===== src/rtl/seg7_pkg.sv =====
// seg7_pkg: shared definitions for the 7-segment display bus reader.
//   - SEG_0..SEG_F : active-low glyph patterns (bit0=a .. bit6=g)
//   - SEG_BLANK    : all segments off
//   - state_t      : frame state (COLLECT, HOLD)
//   - clog2()      : bit width needed to count 0..v-1 (minimum 1)
package seg7_pkg;

    localparam logic [6:0] SEG_0     = 7'b1000000;
    localparam logic [6:0] SEG_1     = 7'b1111001;
    localparam logic [6:0] SEG_2     = 7'b0100100;
    localparam logic [6:0] SEG_3     = 7'b0110000;
    localparam logic [6:0] SEG_4     = 7'b0011001;
    localparam logic [6:0] SEG_5     = 7'b0010010;
    localparam logic [6:0] SEG_6     = 7'b0000010;
    localparam logic [6:0] SEG_7     = 7'b1111000;
    localparam logic [6:0] SEG_8     = 7'b0000000;
    localparam logic [6:0] SEG_9     = 7'b0011000;
    localparam logic [6:0] SEG_A     = 7'b0001000;
    localparam logic [6:0] SEG_B     = 7'b0000011;
    localparam logic [6:0] SEG_C     = 7'b1000110;
    localparam logic [6:0] SEG_D     = 7'b0100001;
    localparam logic [6:0] SEG_E     = 7'b0000110;
    localparam logic [6:0] SEG_F     = 7'b0001110;
    localparam logic [6:0] SEG_BLANK = 7'b1111111;

    typedef enum logic {
        COLLECT = 1'b0,
        HOLD    = 1'b1
    } state_t;

    function automatic int clog2(input int v);
        int r;
        r = 1;
        while ((1 << r) < v) r++;
        return r;
    endfunction

endpackage


===== src/rtl/seg7_capture_if.sv =====
// seg7_capture_if: display bus in, assembled word out with valid/ack.
//   master : display driver + word consumer (drives seg7_in, dig_sel, ack_in)
//   slave  : the capture block (drives value_out, err_out, valid_out)
interface seg7_capture_if #(
    parameter int NDIG = 2
);
    logic [6:0]        seg7_in;
    logic [NDIG-1:0]   dig_sel;
    logic              ack_in;
    logic [4*NDIG-1:0] value_out;
    logic [NDIG-1:0]   err_out;
    logic              valid_out;

    modport master (
        output seg7_in, dig_sel, ack_in,
        input  value_out, err_out, valid_out
    );

    modport slave (
        input  seg7_in, dig_sel, ack_in,
        output value_out, err_out, valid_out
    );
endinterface


===== src/rtl/seg7_to_binary.sv =====
// seg7_to_binary: combinational glyph decoder.
//   seg     : active-low segment pattern
//   nibble  : hex value of the glyph (0 when not a glyph)
//   invalid : pattern is none of the 16 hex glyphs (blank included)
module seg7_to_binary (
    input  logic [6:0] seg,
    output logic [3:0] nibble,
    output logic       invalid
);
    import seg7_pkg::*;

    always_comb begin
        nibble  = 4'h0;
        invalid = 1'b0;
        case (seg)
            SEG_0:   nibble = 4'h0;
            SEG_1:   nibble = 4'h1;
            SEG_2:   nibble = 4'h2;
            SEG_3:   nibble = 4'h3;
            SEG_4:   nibble = 4'h4;
            SEG_5:   nibble = 4'h5;
            SEG_6:   nibble = 4'h6;
            SEG_7:   nibble = 4'h7;
            SEG_8:   nibble = 4'h8;
            SEG_9:   nibble = 4'h9;
            SEG_A:   nibble = 4'hA;
            SEG_B:   nibble = 4'hB;
            SEG_C:   nibble = 4'hC;
            SEG_D:   nibble = 4'hD;
            SEG_E:   nibble = 4'hE;
            SEG_F:   nibble = 4'hF;
            default: invalid = 1'b1;
        endcase
    end
endmodule


===== src/rtl/seg7_capture.sv =====
// seg7_capture: reads a multiplexed 7-segment display bus back into a word.
//   clk, rst : rising-edge clock, synchronous active-high reset
//   bus      : seg7_capture_if.slave
//              in : seg7_in (active-low segments), dig_sel (one-hot), ack_in
//              out: value_out (digit i at [4i+3:4i]), err_out, valid_out
// A {dig_sel, seg7_in} pair must be seen at STABLE_CYC consecutive edges
// before it is committed into its digit slot. Once every digit has been
// committed the slots are copied to the outputs and held until ack_in.
module seg7_capture #(
    parameter int NDIG       = 2,
    parameter int STABLE_CYC = 4
) (
    input  logic         clk,
    input  logic         rst,
    seg7_capture_if.slave bus
);
    import seg7_pkg::*;

    localparam int             CNT_W   = clog2(STABLE_CYC);
    localparam logic [CNT_W-1:0] CNT_MAX = CNT_W'(STABLE_CYC - 1);
    localparam logic [CNT_W-1:0] CNT_PRE = CNT_W'(STABLE_CYC - 2);

    logic [6:0]            samp_seg;
    logic [NDIG-1:0]       samp_sel;
    logic [CNT_W-1:0]      cnt, cnt_nxt;
    logic                  same, commit;
    logic [3:0]            dec_nib;
    logic                  dec_bad;
    logic [NDIG-1:0][3:0]  slot;
    logic [NDIG-1:0]       err_slot, captured;
    logic [4*NDIG-1:0]     value_q;
    logic [NDIG-1:0]       err_q;
    logic                  valid_q;
    state_t                state, state_nxt;
    logic                  xfer, do_ack;

    // Decode the registered sample; at a commit edge it equals the input.
    seg7_to_binary u_dec (
        .seg     (samp_seg),
        .nibble  (dec_nib),
        .invalid (dec_bad)
    );

    always_comb begin
        same    = ({bus.dig_sel, bus.seg7_in} == {samp_sel, samp_seg});
        cnt_nxt = '0;
        if (same)
            cnt_nxt = (cnt == CNT_MAX) ? CNT_MAX : cnt + 1'b1;
        // Only the edge that takes the counter into saturation commits, so
        // a long stable run produces exactly one commit.
        commit = same && (cnt == CNT_PRE) && $onehot(samp_sel);
    end

    always_comb begin
        state_nxt = state;
        xfer      = 1'b0;
        do_ack    = 1'b0;
        case (state)
            COLLECT: begin
                if (&captured) begin
                    state_nxt = HOLD;
                    xfer      = 1'b1;
                end
            end
            HOLD: begin
                if (bus.ack_in) begin
                    state_nxt = COLLECT;
                    do_ack    = 1'b1;
                end
            end
            default: state_nxt = COLLECT;
        endcase
    end

    always_ff @(posedge clk) begin
        if (rst) state <= COLLECT;
        else     state <= state_nxt;
    end

    always_ff @(posedge clk) begin
        if (rst) begin
            samp_seg <= '0;
            samp_sel <= '0;
            cnt      <= '0;
            slot     <= '0;
            err_slot <= '0;
            captured <= '0;
            value_q  <= '0;
            err_q    <= '0;
            valid_q  <= 1'b0;
        end else begin
            samp_seg <= bus.seg7_in;
            samp_sel <= bus.dig_sel;
            cnt      <= cnt_nxt;

            if (xfer) begin
                value_q  <= slot;
                err_q    <= err_slot;
                valid_q  <= 1'b1;
                captured <= '0;
            end else if (do_ack) begin
                valid_q <= 1'b0;
            end

            // A commit on the transfer edge belongs to the next frame, so it
            // is applied after the clear above.
            for (int i = 0; i < NDIG; i++) begin
                if (commit && samp_sel[i]) begin
                    slot[i]     <= dec_nib;
                    err_slot[i] <= dec_bad;
                    captured[i] <= 1'b1;
                end
            end
        end
    end

    assign bus.value_out = value_q;
    assign bus.err_out   = err_q;
    assign bus.valid_out = valid_q;

endmodule


===== src/flat_wrapper.sv =====
// flat-port wrapper written by rule: the top's interface ports become plain ports
module seg7_capture_flat import seg7_pkg::*;
#(
    parameter int NDIG       = 2,
    parameter int STABLE_CYC = 4
)
  (clk, rst, bus_seg7_in, bus_dig_sel, bus_ack_in, bus_value_out, bus_err_out, bus_valid_out);
  seg7_capture_if #(.NDIG(NDIG)) bus_i ();
  input  logic clk;
  input  logic rst;
  input wire logic [$bits(bus_i.seg7_in)-1:0] bus_seg7_in;
  input wire logic [$bits(bus_i.dig_sel)-1:0] bus_dig_sel;
  input wire logic [$bits(bus_i.ack_in)-1:0] bus_ack_in;
  output wire logic [$bits(bus_i.value_out)-1:0] bus_value_out;
  output wire logic [$bits(bus_i.err_out)-1:0] bus_err_out;
  output wire logic [$bits(bus_i.valid_out)-1:0] bus_valid_out;
  assign bus_i.seg7_in = bus_seg7_in;
  assign bus_i.dig_sel = bus_dig_sel;
  assign bus_i.ack_in = bus_ack_in;
  assign bus_value_out = bus_i.value_out;
  assign bus_err_out = bus_i.err_out;
  assign bus_valid_out = bus_i.valid_out;
  seg7_capture #(.NDIG(NDIG), .STABLE_CYC(STABLE_CYC)) u_core (.clk(clk), .rst(rst), .bus(bus_i));
endmodule

===== config.mk =====
export PLATFORM = sky130hd
export DESIGN_NAME = seg7_capture_flat
export DESIGN_NICKNAME = d
export VERILOG_FILES = /design/src/rtl/seg7_pkg.sv /design/src/rtl/seg7_capture_if.sv /design/src/rtl/seg7_to_binary.sv /design/src/rtl/seg7_capture.sv /design/src/flat_wrapper.sv
export SDC_FILE = /design/constraint.sdc
export NUM_CORES = 1
export LEC_CHECK = 0
export ABC_AREA = 1
export CORE_MARGIN = 2
export CORE_UTILIZATION = 50
export DETAILED_ROUTE_END_ITERATION = 10
export PLACE_DENSITY = 0.74
export SKIP_LAST_GASP = 1
export SYNTH_ARGS = -nofsm -noshare
export SYNTH_HDL_FRONTEND = slang
export SYNTH_HIERARCHICAL = 1
export SYNTH_SLANG_ARGS = --single-unit

===== constraint.sdc =====
create_clock -name clk -period 1.8 [get_ports clk]
set_input_delay 0.36 -clock clk [delete_from_list [all_inputs] [get_ports clk]]
set_output_delay 0.36 -clock clk [all_outputs]
set_load 0.01 [all_outputs]

Yosys cells after proc, flatten, opt, wreduce, memory -nomap -nowiden

Cells that the tools add are included.
W data, S select, Z words.

Register bits after elaboration: 35
Output and inout port bits: 11
Input port bits: 12

Equal/unequal tests: 19
Multiplexer cells: 14
$add $sub $neg: 2
Bitwise operators: 2
Reduce and logical (&&, ||, !) cells: 11

Operator list:

| cell                  | count |
|---|---|
| $pmux W4 S15          | 1 |
| $eq A7 B7 Y1 const B  | 4 |
| $eq A7 B5 Y1 const B  | 3 |
| $eq A7 B6 Y1 const B  | 3 |
| $reduce_or A16 Y1     | 1 |
| $eq A7 B2 Y1 const B  | 2 |
| $eq A7 B4 Y1 const B  | 2 |
| $mux W1               | 10 |
| $eq A9 B9 Y1          | 1 |
| $eq A7 B3 Y1 const B  | 1 |
| $logic_not A7 Y1      | 1 |
| $reduce_bool A2 Y1    | 3 |
| $eq A2 B2 Y1 const B  | 2 |
| $logic_and A1 B1 Y1   | 4 |
| $mux W2               | 2 |
| $add A1 B1 Y2         | 1 |
| $add A2 B1 Y2 const B | 1 |
| $eq A2 B1 Y1 const B  | 1 |
| $not A1 Y1            | 2 |
| $pmux W1 S2           | 1 |
| $reduce_and A2 Y1     | 1 |
| $reduce_or A2 Y1      | 1 |

Depth between registers and ports, before layout

Gate-level depths: netlist (run 1).

Depth after elaboration: 5
Gate-level depth with buffers: 12
Mapped depth without buffers: 12

By module

The synthesis (run 1) kept the hierarchy.

Modules (own cells, without submodules):

| module         | times used | area each (µm²) | seq. area each (µm²) | cells each |
|---|---|---|---|---|
| seg7_capture   | 1          | 1,535.2         | 700.7                | 212 |
| seg7_to_binary | 1          | 322.8           | 0.0                  | 72 |

Worst setup path after synthesis (run 1)

No wires, ideal clock.

Path type: reg2reg
From: register u_core.samp_seg[4]
To: register u_core.err_slot[0]
Stages on the path, launching flop included: 12
Required time: 1.690 ns
Clock period less this slack: 1.296 ns
Arrival time: 1.186 ns
Buffers on the path: 0
Library setup time: 0.110 ns
Slack: 0.504 ns
Path through: dfxtp_1 -> nand2_1 -> nor2_2 -> nand2_1 -> nand2_1 -> nor2_1 -> nand2_1 -> nor2_2 -> inv_1 -> nand4_1 -> nand2_1 -> nor2_1

Elaborated cells on any way between the ends: 22
Classes of those cells: 16 x eq/ne; 1 x mux; 5 x reduce/logical

RTL lines:

| what                                   | RTL line             | RTL |
|---|---|---|
| start, declared                        | seg7_capture.sv:23   | `logic [6:0] samp_seg;` |
| start signal, assigned                 | seg7_capture.sv:92   | `samp_seg <= bus.seg7_in;` |
| $eq A7 B4 Y1 (tied with other cells)   | seg7_to_binary.sv:15 | `case (seg)` |
| $reduce_or A16 Y1 (no source line) (*) | n/a                  |  |
| $mux W1 (*)                            | seg7_to_binary.sv:15 |  |
| via u_core.dec_bad                     | seg7_capture.sv:28   | `logic dec_bad;` |
| end signal, assigned                   | seg7_capture.sv:86   | `err_slot <= '0;` |
| end signal, assigned by index          | seg7_capture.sv:110  | `err_slot[i] <= dec_bad;` |
| end, declared                          | seg7_capture.sv:30   | `logic [NDIG-1:0] err_slot, captured;` |

The timed path passes the listed nets; every way through them passes the cells marked *.
A chain may end at the register's enable or synchronous reset.

Worst setup path in the final report (run 1)

From: input port bus_dig_sel[0]
To: register u_core.cnt[1]

Longest elaborated chain between the ends: 3

Ends and longest elaborated chain:

| what                              | RTL line           | RTL |
|---|---|---|
| start, declared                   | flat_wrapper.sv:12 | `input wire logic [$bits(bus_i.dig_sel)-1:0] bus_dig_sel;` |
| $eq A9 B9 Y1                      | seg7_capture.sv:45 | `same = ({bus.dig_sel, bus.seg7_in} == {samp_sel, samp_seg});` |
| $not A1 Y1 (no source line)       | n/a                |  |
| $reduce_or A2 Y1 (no source line) | n/a                |  |
| end signal, assigned              | seg7_capture.sv:94 | `cnt <= cnt_nxt;` |
| end, declared                     | seg7_capture.sv:25 | `logic [CNT_W-1:0] cnt, cnt_nxt;` |

Every way passes these cells.

==> results of run 1 <==
## per-stage QoR
| stage | cells | power [mW] | utilization, % |
|---|---|---|---|
| finish | 362 | 1.687 | 62.80 |
| global route | 362 | 1.767 | 62.80 |
| CTS | 362 | 1.705 | 62.80 |
| detailed placement | 354 | 1.000 | 59.68 |
| global placement | 354 | 0.9977 | 59.68 |
| floorplan | 284 | 0.9429 | - |
## power by group through the flow
stage / registers [mW] / logic (mW) / clock network (mW)
floorplan: 0.815 / 0.128 / 0
global placement: 0.822 / 0.175 / 0
detailed placement: 0.823 / 0.178 / 0
CTS: 0.805 / 0.178 / 0.722
global route: 0.807 / 0.203 / 0.757
finish: 0.805 / 0.177 / 0.705
## final cells by class
type / instances / area share, %
multi-input cells: 186 / 39.78
clock buffers: 5 / 3.039
inverters: 54 / 8.950
flip-flops and latches: 35 / 30.94
repair buffers: 31 / 12.71
clock inverters: 3 / 1.934
well taps: 48 / 2.652
## cell families after synthesis
family	synth area share (%)
AOI/OAI and AO/OA	8.283
and+or+nand+nor	36.90
xor gates and xnor gates	3.300
buffers and inverters	13.80
DFF	37.71
## placed cells by master, fill, tap and decap left out, types with 7 or more instances in the layout
cell type	synthesis	layout
nor2_1	38	38
dfxtp_1	35	35
nand2_1	70	70
nand2_2	10	10
nand4_1	11	11
buf_4	1	9
inv_2	7	7
o21ai_0	12	12
clkdlybuf4s50_1	0	22
nor2_2	7	7
a21oi_1	17	17
inv_1	46	46
## routing by layer
layer  up-vias  global-route usage (%)  wire length, um  part of all wire [%]
met3         8                   4.167              106                   3.1
li1        917                       -                -                     -
met1       708                   22.77             1618                    48
met2        25                   32.09             1561                    46
met4         0                   10.37               85                   2.5
met5         -                       0                0                     0
## worst max-delay path by stage
stage	startpoint	end	slack, ns	cells past startpoint
after floorplan	u_core/samp_seg[4]	u_core/err_slot[0]	0.50	11
after global placement	bus_dig_sel[0]	u_core/cnt[0]	-0.08	11
after detailed placement	bus_dig_sel[0]	u_core/cnt[0]	-0.1	11
after CTS	bus_dig_sel[0]	u_core/cnt[0]	0.21	11
after global routing	u_core/samp_sel[0]	u_core/err_slot[0]	0.03	10
final	bus_dig_sel[0]	u_core/cnt[1]	0.23	11
## flip-flops by register name, summed over array words and instances, names as in the netlist
register / count
u_core/state: 1
u_core/captured: 2
u_core/bus.err_out: 2
u_core/samp_sel: 2
u_core/bus.valid_out: 1
u_core/bus.value_out: 8
u_core/cnt: 2
u_core/err_slot: 2
u_core/samp_seg: 7
u_core/slot: 8
==> impl_metrics.csv, run 1 <==
group,metric,value,unit
placement,place_congestion,0.8104,
floorplan,num_rows,22,
setup_path,rr_endpoint,"u_core/cnt[1]",
final_layout,areaGrowthSynthToFinish,21.89,%
pwr,p_switching,412.4,uW
outcome,status,"finished, final reports clean",
drt,drt_iter0_markers,68,
logic_synthesis,synth_top_area_share,37.71,%
pwr,total_leakage_power,1.080,nW
timing,period_share,87.26,%
drt,detail_route.wl_per_cell,9.312,um
setup_path,crit_chain,"clkdlybuf4s50_1, inv_1, nand2_1, nand2_2, nor2_2, nand3_1, nor2_2, buf_4, buf_4, nand2_4, a21oi_1",
setup_path,path_buf_inv,4,
clocking,cts_tree,"done",
timing,slew_headroom,56.67,%
clocking,clk_path_buf_depth,2,
hold_path,hold_path_class,"reg2reg",
setup_path,critPathArrivalTime,1.80,ns
final_layout,fillCellCount,347,
placement,placed_area,2152,um^2
grt,grt.overflow.total,0,
setup_path,critPathCaptureType,"flop",
setup_path,critical-path-max-stage-delay,0.49,ns
drt,drtAntennaViolNets,0,
setup_path,reg2reg_slack,0.25,ns
timing,rsz0062_at_grt,"no",
placement,dpl.hpwl,2537,um
clocking,hold_buffers,0,
logic_synthesis,ys_ff_latch,35,
grt,grt_max_degree,22,
pwr,p_clk_share,41.8,%
timing,maxSlewViolCount,0,
timing,clock_skew,0.004224,ns
drt,drc,0,
setup_path,required,2.03,ns
floorplan,start_util,51.53,%
drt,vias_per_cell,4.580,
grt,grt.total_usage,19.19,%
timing,fmax,0.6367,GHz
final_layout,fin_nets,325,
clocking,clkSinkCount,35,
floorplan,fp.coreArea,3606,um^2
final_layout,multiInputGateArea,900.9,um^2
timing,whs,0.4307,ns
drt,first_pass_iters,4,
clocking,clock_latency,0.30,ns
logic_synthesis,synth_edf_count,0,
logic_synthesis,syn_area,1858,um^2
setup_path,cp_slowest_cell,"clkdlybuf4s50_1",
logic_synthesis,synthDistinctLibCells,24,
logic_synthesis,async_flop_share,0,%
timing,worst_pin_slew,0.6493,ns
clocking,post-cts-setup-buffer-count,0,
logic_synthesis,synth_flop_cell,"dfxtp_1",
clocking,cts_resized,0,
timing,final_hold_viol_count,0,
clocking,htree_levels,2,
pwr,intPower,1.274,mW
grt,grt_pass1_wl,6203,um
floorplan,die_y,64.96,um
pwr,power.density,744.9,nW/um^2
drt,vias,1658,
logic_synthesis,ys.warnings.count,6,
hold_path,holdPathEnd,"u_core/cnt[0]",
final_layout,fin_area,2265,um^2
setup_path,start_kind,"input port",
setup_path,cp_top_family,"buffers and inverters",
placement,place_ws,-0.09677,ns
flow_run,cap_violations,0,
final_layout,drive_gt1_share,15.29,%
hold_path,holdCritStartpoint,"u_core/cnt[0]",
clocking,cts_buffers,5,
logic_synthesis,yosysMostFrequentCell,"nand2_1",
placement,portBuffers,22,
logic_synthesis,netlist_top_cells_area,"dfxtp_1 (38%), nand2_1 (14%), inv_1 (9.3%)",
timing,period_minus_slack,1.571,ns
logic_synthesis,avgSynthCellArea,6.542,um^2
pwr,p_seq_share,47.7,%
hold_path,whs_path_depth,1,
logic_synthesis,synth_fp_nets,296,
setup_path,path_max_fanout,11,
logic_synthesis,synth_common_cells,"nand2_1 (70), inv_1 (46), nor2_1 (38)",
logic_synthesis,yosysTopAreaCell,"dfxtp_1",
grt,first_global_vias,1488,
pwr,p_comb_share,10.5,%
setup_path,reg2reg_from,"u_core/samp_sel[0]",
floorplan,die_width,64.96,um
logic_synthesis,ys_seq_area_share,37.71,%
timing,worst_slack,0.2293,ns
final_layout,n_antenna_cell,0,
pwr,ir_worst_vdd,0.5090,mV
timing,finalSetupViolCount,0,
final_layout,seq_area,700.7,um^2
grt,grt_antenna_before_repair,0,
logic_synthesis,syn_inst,284,
setup_path,r2r_cells,10,
clocking,clkTransAtPathRegs,0.07,ns
timing,setup_tns,0,ns
drt,routed_wl,3371,um
clocking,cts_root_buffer,"clkbuf_8",
setup_path,worstSetupPathType,"in2reg",
floorplan,num_io_pins,23,
floorplan,die_area,4220,um^2
pwr,p_sw_share,24.45,%
Note: power is estimated with default switching activity, not from simulation.
==> run 2: changes to the inputs <==
--- a/config.mk
+++ b/config.mk
@@ -9,6 +9,7 @@
 export CORE_MARGIN = 2
 export CORE_UTILIZATION = 50
 export DETAILED_ROUTE_END_ITERATION = 10
+export HOLD_SLACK_MARGIN = 0.06
 export PLACE_DENSITY = 0.74
 export SKIP_LAST_GASP = 1
 export SYNTH_ARGS = -nofsm -noshare
==> results of run 2 <==
Same layout as run 1: the final DEF is identical, and so are final timing and power.
==> run 3: changes to the inputs <==
--- a/config.mk
+++ b/config.mk
@@ -9,8 +9,9 @@
 export CORE_MARGIN = 2
 export CORE_UTILIZATION = 50
 export DETAILED_ROUTE_END_ITERATION = 10
-export HOLD_SLACK_MARGIN = 0.06
+export HOLD_SLACK_MARGIN = 0.03
 export PLACE_DENSITY = 0.74
+export RECOVER_POWER = 25
 export SKIP_LAST_GASP = 1
 export SYNTH_ARGS = -nofsm -noshare
 export SYNTH_HDL_FRONTEND = slang
==> run 3 against run 2 <==
  * First-iteration DRC count up 4.4%
  * Clock power is essentially flat
  * Largest cell class unchanged
  * Clock-buffer cell count unchanged
  * Global-route usage unchanged
==> impl_metrics.csv, run 3 (synthesized netlist as in run 1, its figures left out) <==
group,metric,value,unit
setup_path,start_kind,"input port",
drt,detail_route.wl_per_cell,9.307,um
floorplan,die_y,64.96,um
hold_path,hold_path_class,"reg2reg",
setup_path,critPathArrivalTime,1.80,ns
setup_path,critical-path-max-stage-delay,0.49,ns
placement,numPlacedInstances,354,
final_layout,mostFrequentLayoutCells,"nand2_1 (70), inv_1 (46), nor2_1 (38)",
timing,period_minus_slack,1.571,ns
pwr,total_leakage_power,1.077,nW
setup_path,crit_chain,"clkdlybuf4s50_1, inv_1, nand2_1, nand2_2, nor2_2, nand3_1, nor2_2, buf_4, buf_4, nand2_4, a21oi_1",
clocking,clk_path_buf_depth,2,
timing,slew_headroom,56.55,%
final_layout,multiInputGateArea,900.9,um^2
clocking,cts_buffers,5,
grt,grt_max_degree,22,
drt,drtAntennaViolNets,0,
timing,finalSetupViolCount,0,
placement,placed_area,2152,um^2
placement,portBuffers,22,
clocking,cts_root_buffer,"clkbuf_8",
drt,drt_iter0_markers,71,
setup_path,cp_slowest_cell,"clkdlybuf4s50_1",
final_layout,fillCellCount,346,
final_layout,final_common_cell,"nand2_1",
floorplan,start_util,51.53,%
timing,period_share,87.26,%
placement,place_ws,-0.09677,ns
clocking,cts_resized,0,
final_layout,fin_area,2261,um^2
final_layout,seq_area,700.7,um^2
grt,grt.overflow.total,0,
clocking,clkSinkCount,35,
drt,drc,0,
final_layout,final_cells,362,
drt,routed_wl,3369,um
pwr,power.density,745.4,nW/um^2
placement,place_congestion,0.8104,
pwr,ir_worst_vdd,0.5090,mV
timing,fmax,0.6366,GHz
drt,vias_per_cell,4.577,
setup_path,worstSetupPathType,"in2reg",
setup_path,required,2.03,ns
floorplan,num_io_pins,23,
final_layout,drive_gt1_share,14.97,%
timing,rsz0062_at_grt,"no",
timing,worst_pin_slew,0.6510,ns
clocking,htree_levels,2,
grt,grt_antenna_before_repair,0,
final_layout,areaGrowthSynthToFinish,21.68,%
clocking,post-cts-setup-buffer-count,0,
clocking,cts_tree,"done",
clocking,clkTransAtPathRegs,0.07,ns
final_layout,n_antenna_cell,0,
grt,grt_pass1_wl,6203,um
flow_run,cap_violations,0,
timing,worst_slack,0.2293,ns
clocking,clock_latency,0.30,ns
outcome,status,"finished, final reports clean",
setup_path,path_max_fanout,11,
timing,maxSlewViolCount,0,
clocking,hold_buffers,0,
grt,first_global_vias,1488,
timing,whs,0.4307,ns
setup_path,critPathCaptureType,"flop",
placement,dpl.hpwl,2537,um
floorplan,fp.coreArea,3606,um^2
floorplan,die_width,64.96,um
timing,final_hold_viol_count,0,
drt,vias,1657,
final_layout,fin_nets,325,
drt,first_pass_iters,4,
grt,grt.total_usage,19.19,%
timing,clock_skew,0.004216,ns
timing,setup_tns,0,ns
floorplan,num_rows,22,
floorplan,die_area,4220,um^2
## run 3: cell count changes in the layout (fill, tap and decap cells not counted), sizes merged
cell | previous run | this run
buf | 9 | 8
clkbuf | 5 | 6
clkdlybuf4s50 | 22 | 21
dlygate4sd3 | 0 | 1
## run 3: power breakdown
| part | switching [mW] | internal [mW] |
|---|---|---|
| Combinational | 0.0994 | 0.0763 |
| Sequential | 0.0200 | 0.785 |
| Clock | 0.293 | 0.412 |
| Total | 0.412 | 1.27 |
## run 3: per-layer routing
| layer | vias to the layer above | wire length, um | global-route usage, % |
|---|---|---|---|
| li1 | 917 | - | - |
| met1 | 707 | 1615 | 22.77 |
| met2 | 25 | 1559 | 32.09 |
| met3 | 8 | 110 | 4.167 |
| met4 | 0 | 85 | 10.37 |
| met5 | - | 0 | 0 |
## run 3: layout make-up
class	instances	area share, %
multi-input cells	186	39.85
flip-flops and latches	35	30.99
repair buffers	31	12.56
inverters	54	8.965
clock buffers	5	3.044
well taps	48	2.656
clock inverters	3	1.937
## run 3: per-stage QoR
| stage | util [%] | total power, mW |
|---|---|---|
| 3_5_place_dp | 59.68 | 1.000 |
| 4_1_cts | 62.80 | 1.705 |
| 6_report | 62.70 | 1.685 |
| 2_1_floorplan | - | 0.9429 |
| 5_1_grt | 62.70 | 1.765 |
| 3_3_place_gp | 59.68 | 0.9977 |
## run 3: worst paths after layout
| path | start | to | slack (ns) | depth (start not counted) |
|---|---|---|---|---|
| worst max-delay path | bus_dig_sel[0] | u_core/cnt[1] | 0.23 | 11 |
| worst min register to register | u_core/cnt[0] | u_core/cnt[0] | 0.43 | 1 |
| worst max register to register | u_core/samp_sel[0] | u_core/cnt[1] | 0.25 | 10 |
| worst min-delay path | u_core/cnt[0] | u_core/cnt[0] | 0.43 | 1 |
## run 3: critical path: cells and delay by family
family / cells / cell delay, ns
buffers and inverters: 4 / 0.84
AND/OR/NAND/NOR: 6 / 0.48
AO/OA/AOI/OAI: 1 / 0.12
